File: src/rtl/i281_exec_sequencer.sv
`default_nettype none
// ============================================================================
// Module   : i281_exec_sequencer
// Purpose  : Run / single-step / program-load sequencer for the single-cycle
//            i281 CPU. Decides which cycles commit an instruction (cpu_en),
//            stops on breakpoint or halt opcode, and owns the instruction
//            memory write port so a program can be loaded while halted.
// Ports    : clk, rst_n            - clock, asynchronous active-low reset
//            run_sw, step_btn      - run level switch / step button (synced)
//            bkpt_en, bkpt_addr    - PC breakpoint
//            pc_in, halt_op        - current PC and halt-opcode decode flag
//            ld_mode, ld_valid,
//            ld_addr, ld_data      - program-load request and word stream
//            ld_ready              - load words are accepted
//            imem_we, imem_waddr,
//            imem_wdata            - instruction-memory write port
//            cpu_en                - one-cycle commit enable to datapath
//            halted, state         - status (00 HALT, 01 RUN, 10 STEP, 11 LOAD)
//            ld_count              - words written this load, saturating
// Revision : 1.0 - initial release
// ============================================================================
module i281_exec_sequencer #(
    parameter int PC_W    = 5,
    parameter int INSTR_W = 16,
    parameter int SETTLE  = 4      // cycles per instruction, 1..15
) (
    input  logic               clk,
    input  logic               rst_n,
    input  logic               run_sw,
    input  logic               step_btn,
    input  logic               bkpt_en,
    input  logic [PC_W-1:0]    bkpt_addr,
    input  logic [PC_W-1:0]    pc_in,
    input  logic               halt_op,
    input  logic               ld_mode,
    input  logic               ld_valid,
    input  logic [PC_W-1:0]    ld_addr,
    input  logic [INSTR_W-1:0] ld_data,
    output logic               ld_ready,
    output logic               imem_we,
    output logic [PC_W-1:0]    imem_waddr,
    output logic [INSTR_W-1:0] imem_wdata,
    output logic               cpu_en,
    output logic               halted,
    output logic [1:0]         state,
    output logic [PC_W:0]      ld_count
);

    typedef enum logic [1:0] {
        ST_HALT = 2'b00,
        ST_RUN  = 2'b01,
        ST_STEP = 2'b10,
        ST_LOAD = 2'b11
    } state_t;

    localparam logic [3:0]    c_cnt_last = 4'(SETTLE - 1);
    localparam logic [PC_W:0] c_ld_max   = {1'b1, {PC_W{1'b0}}};

    state_t               r_state;
    state_t               w_state_nxt;
    logic [3:0]           r_cnt;
    logic [3:0]           w_cnt_nxt;
    logic                 r_skip;
    logic                 w_skip_nxt;
    logic                 r_run_q;
    logic                 r_step_q;
    logic                 r_cpu_en;
    logic                 w_cpu_en_nxt;
    logic                 r_halted;
    logic                 r_ld_ready;
    logic                 r_imem_we;
    logic [PC_W-1:0]      r_imem_waddr;
    logic [INSTR_W-1:0]   r_imem_wdata;
    logic [PC_W:0]        r_ld_count;
    logic                 w_ld_clear;

    logic w_run_rise;
    logic w_step_rise;
    logic w_commit_pt;
    logic w_bkpt_hit;
    logic w_xfer;

    assign w_run_rise  = run_sw & ~r_run_q;
    assign w_step_rise = step_btn & ~r_step_q;
    assign w_commit_pt = (r_cnt == c_cnt_last);
    // The skip flag lets a run started at the breakpoint PC get past it once.
    assign w_bkpt_hit  = bkpt_en & (pc_in == bkpt_addr) & ~r_skip;
    // ld_ready is only ever high in LOAD, so it alone qualifies a transfer;
    // a word accepted in the cycle ld_mode drops is still written.
    assign w_xfer      = ld_valid & r_ld_ready;

    // ------------------------------------------------------------------
    // State register
    // ------------------------------------------------------------------
    always_ff @(posedge clk or negedge rst_n) begin
        if (!rst_n) begin
            r_state <= ST_HALT;
        end else begin
            r_state <= w_state_nxt;
        end
    end

    // ------------------------------------------------------------------
    // Next-state and commit decisions
    // ------------------------------------------------------------------
    always_comb begin
        w_state_nxt  = r_state;
        w_cnt_nxt    = 4'd0;
        w_skip_nxt   = r_skip;
        w_cpu_en_nxt = 1'b0;
        w_ld_clear   = 1'b0;
        case (r_state)
            ST_HALT: begin
                if (ld_mode) begin
                    w_state_nxt = ST_LOAD;
                    w_ld_clear  = 1'b1;
                end else if (w_run_rise) begin
                    w_state_nxt = ST_RUN;
                    w_skip_nxt  = 1'b1;
                end else if (w_step_rise && !run_sw) begin
                    w_state_nxt = ST_STEP;
                end
            end
            ST_RUN: begin
                // Dropping the switch abandons the partial instruction.
                if (!run_sw) begin
                    w_state_nxt = ST_HALT;
                end else if (w_commit_pt) begin
                    if (halt_op || w_bkpt_hit) begin
                        w_state_nxt = ST_HALT;
                    end else begin
                        w_cpu_en_nxt = 1'b1;
                        w_skip_nxt   = 1'b0;
                    end
                end else begin
                    w_cnt_nxt = r_cnt + 4'd1;
                end
            end
            ST_STEP: begin
                if (w_commit_pt) begin
                    w_cpu_en_nxt = ~halt_op;
                    w_state_nxt  = ST_HALT;
                end else begin
                    w_cnt_nxt = r_cnt + 4'd1;
                end
            end
            ST_LOAD: begin
                if (!ld_mode) begin
                    w_state_nxt = ST_HALT;
                end
            end
            default: begin
                w_state_nxt = ST_HALT;
            end
        endcase
    end

    // ------------------------------------------------------------------
    // Counters, edge detectors, registered outputs
    // ------------------------------------------------------------------
    always_ff @(posedge clk or negedge rst_n) begin
        if (!rst_n) begin
            r_cnt        <= 4'd0;
            r_skip       <= 1'b0;
            r_run_q      <= 1'b0;
            r_step_q     <= 1'b0;
            r_cpu_en     <= 1'b0;
            r_halted     <= 1'b1;
            r_ld_ready   <= 1'b0;
            r_imem_we    <= 1'b0;
            r_imem_waddr <= '0;
            r_imem_wdata <= '0;
            r_ld_count   <= '0;
        end else begin
            r_cnt      <= w_cnt_nxt;
            r_skip     <= w_skip_nxt;
            r_run_q    <= run_sw;
            r_step_q   <= step_btn;
            r_cpu_en   <= w_cpu_en_nxt;
            r_halted   <= (w_state_nxt == ST_HALT);
            r_ld_ready <= (w_state_nxt == ST_LOAD);
            r_imem_we  <= w_xfer;
            if (w_xfer) begin
                r_imem_waddr <= ld_addr;
                r_imem_wdata <= ld_data;
            end
            if (w_ld_clear) begin
                r_ld_count <= '0;
            end else if (w_xfer && (r_ld_count != c_ld_max)) begin
                r_ld_count <= r_ld_count + 1'b1;
            end
        end
    end

    assign ld_ready   = r_ld_ready;
    assign imem_we    = r_imem_we;
    assign imem_waddr = r_imem_waddr;
    assign imem_wdata = r_imem_wdata;
    assign cpu_en     = r_cpu_en;
    assign halted     = r_halted;
    assign state      = r_state;
    assign ld_count   = r_ld_count;

endmodule
`default_nettype wire

File: config.mk
export PLATFORM = sky130hd
export DESIGN_NAME = i281_exec_sequencer
export DESIGN_NICKNAME = d
export VERILOG_FILES = /design/src/rtl/i281_exec_sequencer.sv
export SDC_FILE = /design/constraint.sdc
export NUM_CORES = 1
export LEC_CHECK = 0
export BUFFER_PORTS_ARGS = -buffer_cell sky130_fd_sc_hd__buf_4
export CAP_MARGIN = 20
export CORE_UTILIZATION = 25
export DETAILED_ROUTE_END_ITERATION = 8
export RECOVER_POWER = 100
export SLEW_MARGIN = 15
export SYNTH_ARGS = -nofsm -noshare
export SYNTH_HDL_FRONTEND = slang
export SYNTH_SLANG_ARGS = --single-unit
export TNS_END_PERCENT = 100
File: constraint.sdc
create_clock -name clk -period 1.4 [get_ports clk]
set_input_delay 0.14 -clock clk [delete_from_list [all_inputs] [get_ports clk]]
set_output_delay 0.14 -clock clk [all_outputs]
set_load 0.02 [all_outputs]
### Yosys cells after proc, flatten, opt, wreduce, memory -nomap -nowiden

Index checks and enable logic that the tools add are counted.

* $add $sub $neg: 2
* eq/ne operators: 12
* multiplexer cells: 27
* bitwise gates (word level): 9
* reduce and logical (&&, ||, !) cells: 9

Operator list (number)
* $mux 2: 8
* $mux 6: 2
* $mux 1: 11
* $ne 2x2->1 const B: 5
* $mux 4: 2
* $pmux 2 s4: 1
* $pmux 4 s2: 1
* $add 6x1->6 const B: 1
* $eq 2x2->1 const B: 3
* $ne 6x6->1 const B: 1
* $reduce_and 6->1: 1
* $and 1x1->1: 5
* $eq 5x5->1: 1
* $add 4x1->4 const B: 1
* $eq 4x2->1 const B: 1
* $logic_not 2->1: 2
* $not 1->1: 4
* $pmux 1 s2: 2
* $reduce_bool 2->1: 2
* $eq 2x1->1 const B: 1
* $logic_and 1x1->1: 2
* $logic_not 1->1: 1
* $logic_or 1x1->1: 1

* register bits after elaboration: 40
* output and inout port bits: 33

### Depth between registers and ports, before layout

Gate-level depths: netlist of run 1.

* depth in word-level cells: 9
* mapped depth: 7
* depth with buffers taken out: 7

### Least setup slack after synthesis of run 1

OpenSTA, ideal clock, no wires.

* kind: register to register
* start: register r_state[0], in the netlist state[0]
* end: register r_halted, in the netlist halted
* setup time: 0.087 ns
* arrival: 1.540 ns
* data required time: 1.313 ns
* path slack: -0.227 ns
* stages on the path, launching flop included: 8
* path buffers: 1
* period minus slack after synthesis: 1.627 ns
* cells stage by stage: dfrtp_1 > inv_1 > ha_1 > clkbuf_1 > inv_1 > nand2_1 > a32o_1 > a2bb2oi_2

* longest elaborated chain between the ends: 5
* elaborated cells on any way between the ends: 14
* classes of those cells: eq/ne: 3; mux: 9; reduce/logical: 2

RTL lines
* from (decl): line 59 `state_t r_state;`
* from (signal assigned): line 99 `r_state <= w_state_nxt;`
* $mux 2, on equally long branches: line 129, 120
* $mux 2, on equally long branches: line 128, 117
* $mux 2, on equally long branches: line 126, 114
* $pmux 2 s4 *: line 112 `case (r_state)`
* $logic_not 2->1 *: line 180 `r_halted <= (w_state_nxt == ST_HALT);`
* to (signal assigned): line 180
* to (decl): line 69 `logic r_halted;`

Every way passes the cells marked *; elsewhere a longest branch is shown, timed or not.
A chain may end at the register's enable or synchronous reset.

### Worst setup path in the final report of run 1

* start: register r_cnt[0]
* end: register r_state[0], in the netlist state[0]

* longest elaborated chain between the ends: 4
* elaborated cells on any way between the ends: 5
* classes of those cells: eq/ne: 1; mux: 4

RTL lines
* from (decl): line 61 `logic [3:0] r_cnt;`
* from (signal assigned): line 175 `r_cnt <= w_cnt_nxt;`
* $eq 4x2->1 *: line 85 `assign w_commit_pt = (r_cnt == c_cnt_last);`
* $mux 2: line 128 `end else if (w_commit_pt) begin`
* $mux 2: line 126 `if (!run_sw) begin`
* $pmux 2 s4 *: line 112
* named net w_state_nxt[0]: line 60 `state_t w_state_nxt;`

Mark *: on every way through the listed nets, which the timed path passes. The rest lies on a longest branch.

==> results.txt, run 1 <==
----------------------------------------------------
[Global routing]
  Antenna violations before repair ... 0
  All-layer global routing usage ... 0.1208
  Via count of the first global-routing pass ... 1502
  Wire length of the first global-routing pass ... 7107 um
  Global route overflow ... 0
  Pin count of the biggest net entering global routing ... 41

[STA]
  Fin crit share ... 1.122
  Max-slew violation count ... 0
  RSZ-0062 raised after global routing ... yes
  Transition time at the pin with the least slew margin ... 0.9946 ns
  Number of hold violations in the final report ... 0
  Worst-case clock skew ... 0.01350 ns
  Worst slew margin relative to its limit ... 0.3369
  Post-route worst setup slack ... -0.1710 ns
  Achievable Freq ... 636.6 MHz
  Min Clock Period, post-route ... 1.571 ns
  Final setup viols ... 10

[Min path]
  Worst min path class ... in2reg

[Job]
  Max capacitance violation total ... 0

[Detailed routing]
  DR WL/cell ... 12.73 um
  DR pass1 iterations ... 4
  Total detailed-routing wirelength ... 4493 um
  Vias after detailed routing ... 1534
  Post-route antenna net violation count ... 0
  Avg Vias per Cell ... 4.346
  Number of DRC markers in iteration 0 ... 48
  Number of remaining DRC errors ... 0

[Synth]
  Post-Syn Nets ... 200
  Share of the yosys chip area belonging to registers ... 0.5416
  Mapped Cells ... 154
  Netlist area before placement ... 1851 um^2
  Ys flop type ... dfrtp_1
  Largest area contributor in the netlist ... dfrtp_1
  Share of synthesized registers carrying an async set or reset ... 1.000
  Yosys cell types ... 40
  Number of flip-flops and latches in the synthesized netlist ... 40
  Most common cell in the synthesized netlist ... dfrtp_1
  Average instance area after synthesis ... 12.02 um^2
  Area share of the largest cell type after synthesis ... 0.5274
  Total of warnings raised by yosys ... 0
  Post-synth EDFFs ... 0
  Synth top area cells ... dfrtp_1, mux2_2, ha_1
  Most instantiated cells after synthesis ... dfrtp_1, mux2_2, nor2_1, inv_1, ha_1

[Placed design]
  Detailed placer's ending HPWL ... 3238 um
  Count of port buffers added during placement ... 71
  Placer Congestion ... 0.7499
  Post-Place Cells ... 338

[Worst setup path]
  Crit path cell chain ... ha_2 > or3b_4 > a22o_1 > nor3_4 > o31ai_1
  Number of buffers and inverters on the critical path ... 0
  CP Data Arrival Time ... 1.75 ns
  Element type at the critical path start ... flop
  Standard cell with the maximum stage delay on the critical path ... or3b_4
  Largest delay contributor family on the critical path ... simple AND/OR/NAND/NOR gates
  Kind of capture point of the worst setup path ... flop
  Largest incremental delay on the critical path ... 0.38 ns
  Crit Path Class ... reg2reg
  Endpoint required time on the critical path ... 1.58 ns
  Largest fanout of any net on the critical path ... 4

[Die]
  Area of the core ... 6982 um^2
  Die area ... 7750 um^2
  Chip width ... 88.04 um
  Vertical extent of the die ... 88.04 um
  Initial core utilization ... 0.2651
  Num rows ... 30
  IO Count ... 72

[Final layout]
  Net count of the finished layout ... 302
  Number of standard cells in the layout, taps in and fillers out ... 353
  Final cell utilization of the core ... 0.4036
  Number of filler instances in the final layout ... 725
  Share of layout cells above drive strength 1 ... 0.4475
  Area growth, synth to finish ... 52.26%
  Final antenna diode count ... 0

[CTS]
  Root buffer selected by CTS ... clkbuf_8
  Number of buffers added by the clock tree synthesis step ... 5
  Clk_lat worst skew ... 0.30 ns
  Clock tree buffer depth ... 2
  Clock input transition at the sequential cells of the worst setup and hold paths ... 0.09 ns
  Number of clock sinks seen by CTS ... 40
  # H-tree levels ... 2
  Clock tree from TritonCTS ... built

[Status]
  Failing checks ... negative setup slack
  Outcome ... finished, violations left

[Pwr]
  Power per unit of standard cell area ... 1920 nW/um^2
  Peak supply drop ... 0.0006403 V
  Cell leakage power ... 0.001284 uW

----------------------------------------------------
-- cell usage in the layout, fill, tap and decap left out, drive strengths merged, types with 2 or more instances in the layout --
| master | count |
|---|---|
| a21oi | 3 |
| and3 | 2 |
| buf | 60 |
| clkbuf | 42 |
| dfrtp | 39 |
| dlygate4sd3 | 3 |
| ha | 7 |
| inv | 12 |
| mux2 | 21 |
| nand2 | 4 |
| nand2b | 3 |
| nand3 | 2 |
| nand4 | 3 |
| nor2 | 14 |
| nor2b | 2 |
| nor3 | 3 |
| nor3b | 2 |
| o21ai | 6 |
| xnor2 | 3 |
| xor2 | 6 |
-- flip-flops by register name (all words and copies together) (netlist names) --
register and count:
imem_we 1, halted 1, state 2, ld_count 6
cpu_en 1, imem_wdata 16, r_step_q 1, r_cnt 4
ld_ready 1, r_run_q 1, imem_waddr 5, r_skip 1
-- through the flow --
step	power [uW]	hold WS, ns	instance area (um^2)	setup slack [ns]	TNS, ns
2_1_floorplan	3367	-0.1556	1916	-0.07956	-0.3001
3_3_place_gp	4549	0.1554	2714	-0.1116	-0.4178
3_5_place_dp	4609	0.1597	2714	-0.1659	-0.7211
4_1_cts	5680	0.009431	2893	-0.1688	-0.7879
5_1_grt	5772	0.04338	2818	-0.2430	-3.190
6_report	5409	0.05477	2818	-0.1710	-0.8334
-- path summary, 6_finish.rpt --
| path | from | to | slack [ns] | cells after the start |
|---|---|---|---|---|
| max in group asynchronous | rst_n | state[1] | 0.19 | 2 |
| hold reg to reg | imem_wdata[6] | imem_wdata[6] | 0.49 | 1 |
| hold / removal | ld_data[7] | imem_wdata[7] | 0.05 | 2 |
| setup / recovery | r_cnt[0] | state[0] | -0.17 | 5 |
| min in group asynchronous | rst_n | r_cnt[3] | 0.53 | 2 |
| setup reg to reg | r_cnt[0] | state[0] | -0.17 | 5 |
-- per-layer routing --
layer / global-route usage / part of all wire / wire length (um) / vias to the layer above
met1: 0.1434 / 0.41 / 1862 / 737
li1: - / - / - / 742
met2: 0.2065 / 0.51 / 2288 / 50
met3: 0.04618 / 0.070 / 316 / 5
met5: 0 / 0 / 0 / -
met4: 0.02933 / 0.0056 / 25 / 0
-- layout make-up --
cell class                      count  area (um^2)  share of cell area
Clock inverter                      2        38.79             0.01377
Multi-Input combinational cell     98        897.1              0.3184
Inverter                           12        45.04             0.01599
Tap cell                           96        120.1             0.04263
Clock buffer                        6        82.58             0.02931
Timing Repair Buffer               99        626.9              0.2225
Sequential cell                    40         1007              0.3575
-- what timing repair did --
item / 4_1_cts / 5_1_grt
hold endpoints to repair: 40 / 1
hold buffers: 2 / 1
setup buffers: 1 / 3
endpoints found under the setup margin: 12 / 13
gates resized for setup: 8 / 6
pin swaps: 1 / 4
-- cell families after synthesis --
family | after synthesis | synth area share
flops | 40 | 0.5416
buf+inv | 16 | 0.03448
mux | 22 | 0.1332
xor+xnor | 9 | 0.04260
fa+ha+maj | 7 | 0.04733
simple gates | 39 | 0.1129
compound gates | 21 | 0.08790
-- power by group --
group	total (uW)	internal (uW)	switching (uW)
Sequential	1820	1600	219
Combinational	2580	1140	1440
Clock	1010	583	423
-- worst reg2reg max path, cell delays in order, from the launching register on --
cell,delay (ns)
dfrtp_1,0.37
ha_2,0.19
or3b_4,0.38
a22o_1,0.21
nor3_4,0.20
o31ai_1,0.12
(Power assumes the default switching activity.)
==> run 2: changes to the inputs <==
==> constraint.sdc (replaced) <==
create_clock -name clk -period 1.9 [get_ports clk]
set_input_delay 0.19 -clock clk [delete_from_list [all_inputs] [get_ports clk]]
set_output_delay 0.19 -clock clk [all_outputs]
set_load 0.02 [all_outputs]
==> run 2 against run 1 <==
- the flow now finishes without violations
- register-to-register slack better by 0.34 ns
- final cell count down 7.4%
- via count decreased by 6.1%
- combinational power fell by 43%
- total power is 35% lower
- sequential share of layout area is 4.5 points higher
- sequential power fell by 26%
==> results.txt, run 2 (synthesized netlist as in run 1, its figures left out) <==
----------------------------------------------------
[CTS]
  Clock input transition at the sequential cells of the worst setup and hold paths ... 0.08 ns
  Number of buffers added by the clock tree synthesis step ... 5
  Clock tree from TritonCTS ... built
  Clk_lat worst skew ... 0.29 ns
  # H-tree levels ... 2
  Root buffer selected by CTS ... clkbuf_8
  Clock tree buffer depth ... 2
  Number of clock sinks seen by CTS ... 40

[Status]
  Outcome ... finished clean

[Die]
  Num rows ... 30
  Die area ... 7750 um^2
  Area of the core ... 6982 um^2
  Initial core utilization ... 0.2651
  Vertical extent of the die ... 88.04 um
  IO Count ... 72
  Chip width ... 88.04 um

[STA]
  Worst slew margin relative to its limit ... 0.3365
  Transition time at the pin with the least slew margin ... 0.9953 ns
  RSZ-0062 raised after global routing ... no
  Final setup viols ... 0
  Total Negative Setup Slacks ... 0 ns
  Number of hold violations in the final report ... 0
  Worst-case hold slack ... 0.03997 ns
  Achievable Freq ... 579.0 MHz
  Worst-case clock skew ... 0.005288 ns
  Max-slew violation count ... 0
  Fin crit share ... 0.9091
  Min Clock Period, post-route ... 1.727 ns

[Worst setup path]
  Worst reg2reg startpoint ... r_cnt[0]
  Largest fanout of any net on the critical path ... 4
  Element type at the critical path start ... flop
  Worst-case register-to-register setup slack ... 0.17 ns
  Number of cells traversed by the worst register-to-register path ... 5
  Kind of capture point of the worst setup path ... flop
  Endpoint required time on the critical path ... 2.11 ns
  Crit Path Class ... reg2reg
  Endpoint of the worst register-to-register path ... halted
  CP Data Arrival Time ... 1.93 ns

[Pwr]
  Total power after layout ... 3508 uW
  Peak supply drop ... 0.0004105 V
  Cell leakage power ... 0.001130 uW
  Power per unit of standard cell area ... 1408 nW/um^2

[Detailed routing]
  Avg Vias per Cell ... 4.404
  Number of remaining DRC errors ... 0
  DR WL/cell ... 12.25 um
  Number of DRC markers in iteration 0 ... 44
  Vias after detailed routing ... 1440
  Total detailed-routing wirelength ... 4007 um
  Post-route antenna net violation count ... 0
  DR pass1 iterations ... 5

[Final layout]
  Net count of the finished layout ... 276
  Share of layout cells above drive strength 1 ... 0.2857
  Combined area of the multi-input logic cells ... 780.7 um^2
  Register area ... 1002 um^2
  Commonest non-fill, non-tap cells in the layout ... dfrtp_1, buf_4, clkbuf_1, mux2_2, nor2_1
  Commonest non-fill, non-tap cell in the layout ... dfrtp_1
  Final antenna diode count ... 0
  Area growth, synth to finish ... 34.69%
  Max FFs per register ... 16
  Number of filler instances in the final layout ... 779
  Final cell utilization of the core ... 0.3570

[Min path]
  Worst min path class ... in2reg
  Worst Hold Depth ... 1
  Hold path endpoint ... r_step_q
  Launch point of the worst hold path ... step_btn

[Global routing]
  All-layer global routing usage ... 0.1071
  Wire length of the first global-routing pass ... 6341 um
  Global route overflow ... 0
  Antenna violations before repair ... 0
  Pin count of the biggest net entering global routing ... 41
  Via count of the first global-routing pass ... 1380

[Placed design]
  Detailed placer's ending HPWL ... 3009 um
  Placer Congestion ... 0.7666
  Count of port buffers added during placement ... 71

[Job]
  Max capacitance violation total ... 0

----------------------------------------------------
run 2: area by class of cell:
| type | count | share of cell area |
|---|---|---|
| clock inverters | 3 | 0.01707 |
| flip-flops and latches | 40 | 0.4021 |
| clock buffers | 5 | 0.02761 |
| repair buffers | 73 | 0.1737 |
| well taps | 96 | 0.04819 |
| multi-input cells | 98 | 0.3133 |
| inverters | 12 | 0.01807 |
run 2: worst max path at each step:
stage                  start     endpoint  slack, ns  depth (start not counted)
finish              r_cnt[0]       halted       0.17                          5
global placement    state[0]  ld_count[3]       0.17                          5
global route        state[1]     state[0]       0.03                          7
floorplan           state[0]       halted       0.27                          7
detailed placement  state[0]  ld_count[3]       0.18                          5
CTS                 state[0]  ld_count[2]       0.17                          5
run 2: routing by layer:
metal | vias to the layer above | track usage | part of all wire | wire, um
li1 | 683 | - | - | -
met1 | 699 | 0.1265 | 0.43 | 1731
met2 | 56 | 0.1896 | 0.51 | 2026
met3 | 2 | 0.03016 | 0.058 | 233
met4 | 0 | 0.03079 | 0.0040 | 16
met5 | - | 0 | 0 | 0
run 2: worst max-delay path, cell delays in order (launching register included):
cell and delay (ns):
dfrtp_1 0.38, ha_1 0.20, or3b_1 0.38, a22o_1 0.22, nor3_4 0.25, a2bb2oi_1 0.22
run 2: repair_timing:
action                                 in CTS  in global routing
setup endpoints to repair                   0                  5
buffers inserted                            0                  0
gates resized for setup                     0                  1
hold buffers                                1                  0
endpoints found under the hold margin      39                  0
run 2: report_power, final:
part | internal [uW] | switching [uW]
registers | 1170 | 178
clock network | 389 | 296
logic | 570 | 901
run 2: metrics by stage:
stage,cell area (um^2),std cells,worst slack (ns)
2_1_floorplan,1851,154,0.2735
3_3_place_gp,2505,318,0.1701
3_5_place_dp,2505,318,0.1797
4_1_cts,2626,327,0.1665
5_1_grt,2492,327,0.03041
6_report,2492,327,0.1728
==> run 3: changes to the inputs <==
--- a/config.mk
+++ b/config.mk
@@ -5,8 +5,9 @@
 export SDC_FILE = /design/constraint.sdc
 export NUM_CORES = 1
 export LEC_CHECK = 0
+export ABC_AREA = 1
 export BUFFER_PORTS_ARGS = -buffer_cell sky130_fd_sc_hd__buf_4
-export CAP_MARGIN = 20
+export CORE_ASPECT_RATIO = 2
 export CORE_UTILIZATION = 25
 export DETAILED_ROUTE_END_ITERATION = 8
 export RECOVER_POWER = 100
==> run 3 against run 2 <==
- register-to-register slack is essentially flat
- combinational power is essentially flat
- highest routed layer unchanged
- die area grew 0.86%
==> results.txt, run 3 <==
----------------------------------------------------
[Status]
  Outcome ... finished clean

[Detailed routing]
  Number of remaining DRC errors ... 0
  Vias after detailed routing ... 1678
  Avg Vias per Cell ... 4.259
  DR pass1 iterations ... 4
  Top layer used by detailed routing ... met4
  Total length of routed met2 wires ... 2605 um
  DR WL/cell ... 11.72 um
  WL met3 ... 127 um
  Routed met1 length ... 1730 um
  Post-route antenna net violation count ... 0
  Total detailed-routing wirelength ... 4616 um
  Number of DRC markers in iteration 0 ... 59

[Synth]
  Area share of the largest cell type after synthesis ... 0.5242
  Mapped Cells ... 225
  Share of synthesized registers carrying an async set or reset ... 1.000
  Post-synth EDFFs ... 0
  Netlist area before placement ... 1862 um^2
  Synth top area cells ... dfrtp_1, nand2_1, inv_1
  Post-Syn Nets ... 271
  Average instance area after synthesis ... 8.275 um^2
  Share of the yosys chip area belonging to registers ... 0.5383
  Ys flop type ... dfrtp_1
  Most common cell in the synthesized netlist ... nand2_1
  Largest area contributor in the netlist ... dfrtp_1
  Most instantiated cells after synthesis ... nand2_1, dfrtp_1, inv_1, nor2_1
  Total of warnings raised by yosys ... 0
  Yosys cell types ... 25
  Number of flip-flops and latches in the synthesized netlist ... 40

[Pwr]
  Clock network fraction of total power ... 0.221
  Cell leakage power ... 0.001334 uW
  NetSw ... 1529 uW
  Power per unit of standard cell area ... 1441 nW/um^2
  Total power after layout ... 3626 uW
  Switching fraction of total power ... 0.4216
  Peak supply drop ... 0.0007039 V
  Int Pwr ... 2097 uW
  Combinational fraction of design power ... 0.406
  Seq pwr share ... 0.373

[STA]
  Worst-case clock skew ... 0.007124 ns
  Achievable Freq ... 583.2 MHz
  Worst slew margin relative to its limit ... 0.3016
  RSZ-0062 raised after global routing ... no
  Transition time at the pin with the least slew margin ... 1.048 ns
  Fin crit share ... 0.9025
  Post-route worst setup slack ... 0.1852 ns
  Max-slew violation count ... 0
  Final setup viols ... 0
  Total Negative Setup Slacks ... 0 ns
  Min Clock Period, post-route ... 1.715 ns
  Number of hold violations in the final report ... 0

[Global routing]
  Pin count of the biggest net entering global routing ... 41
  Antenna violations before repair ... 0
  All-layer global routing usage ... 0.1231
  Wire length of the first global-routing pass ... 7438 um
  Global route overflow ... 0
  Via count of the first global-routing pass ... 1701

[CTS]
  Number of buffers added by the clock tree synthesis step ... 5
  Clk_lat worst skew ... 0.28 ns
  Number of clock sinks seen by CTS ... 40
  Clock tree buffer depth ... 2
  Clock input transition at the sequential cells of the worst setup and hold paths ... 0.06 ns
  Root buffer selected by CTS ... clkbuf_16
  Clock tree from TritonCTS ... built
  Gates resized, CTS repair ... 0
  # H-tree levels ... 2
  Post-CTS Setup Repair Bufs ... 0
  Total of hold buffers inserted after clock tree synthesis ... 1

[Final layout]
  Final Cell Area ... 2516 um^2
  Number of filler instances in the final layout ... 794
  Commonest non-fill, non-tap cell in the layout ... nand2_1
  Final cell utilization of the core ... 0.3489
  Net count of the finished layout ... 348
  Max FFs per register ... 16
  Area growth, synth to finish ... 35.15%
  Final antenna diode count ... 0
  Commonest non-fill, non-tap cells in the layout ... nand2_1, dfrtp_1, buf_4, clkbuf_1, inv_1
  Share of layout cells above drive strength 1 ... 0.1921

[Worst setup path]
  Element type at the critical path start ... flop
  Largest fanout of any net on the critical path ... 8
  Worst-case register-to-register setup slack ... 0.19 ns
  Endpoint required time on the critical path ... 2.06 ns
  Crit Path Class ... reg2reg
  Kind of capture point of the worst setup path ... flop
  CP Data Arrival Time ... 1.88 ns

[Die]
  Area of the core ... 7212 um^2
  Vertical extent of the die ... 124.0 um
  Num rows ... 44
  Initial core utilization ... 0.2582
  IO Count ... 72
  Chip width ... 63.02 um
  Die area ... 7817 um^2

[Placed design]
  Placement-stage cell area ... 2510 um^2
  Minimum setup slack after placement ... 0.2448 ns
  Placer Congestion ... 0.8516
  Detailed placer's ending HPWL ... 3428 um
  Count of port buffers added during placement ... 71

[Job]
  Max capacitance violation total ... 0

[Min path]
  Worst min path class ... in2reg

----------------------------------------------------
run 3: per-stage QoR:
| step | std cells | hold WS, ns |
|---|---|---|
| after floorplan | 225 | -0.1056 |
| after global placement | 386 | 0.2041 |
| after detailed placement | 386 | 0.2131 |
| after CTS | 394 | 0.01820 |
| after global routing | 394 | 0.04212 |
| final | 394 | 0.04736 |
run 3: final timing paths:
path,start,endpoint,depth (start not counted)
worst max register to register,state[0],ld_count[4],9
max in group asynchronous,rst_n,r_cnt[2],2
worst min-delay path,step_btn,r_step_q,1
min in group asynchronous,rst_n,imem_wdata[13],2
worst max-delay path,state[0],ld_count[4],9
worst min register to register,r_cnt[0],r_cnt[0],1
run 3: area by class of cell:
type	count	area, um^2	share of cell area
clock inverters	2	12.51	0.004973
repair buffers	74	424.2	0.1686
well taps	92	115.1	0.04575
multi-input cells	153	730.7	0.2904
flip-flops and latches	40	1002	0.3983
clock buffers	5	125.1	0.04973
inverters	28	106.4	0.04227
run 3: worst max-delay path, stage by stage (launching register included):
cell     delay [ns]
dfrtp_1        0.43
inv_1          0.13
ha_1           0.29
nand2_4        0.11
nand2_2        0.15
nand2_1        0.07
nor2_1         0.13
nand2_1        0.08
o21ai_0        0.14
a21oi_1        0.06
run 3: logic make-up after synthesis:
kind of cell | after synthesis | share of synthesized area
and+or+nand+nor | 126 | 0.2816
DFF | 40 | 0.5383
buffers and inverters | 32 | 0.06519
AOI/OAI and AO/OA | 18 | 0.05847
adders and majority gates | 7 | 0.04704
xor gates and xnor gates | 2 | 0.009410
run 3: power groups by stage:
stage / clock (uW) / sequential [uW] / combinational [uW]
floorplan: 0 / 1720 / 646
global route: 863 / 1390 / 1650
finish: 802 / 1350 / 1470
global placement: 0 / 1360 / 1730
CTS: 829 / 1360 / 1760
detailed placement: 0 / 1370 / 1750
run 3: metal layers:
layer,GRT usage,vias up
met5,0,-
met4,0.08285,0
met3,0.01923,12
met2,0.2332,43
met1,0.1203,785
li1,-,838
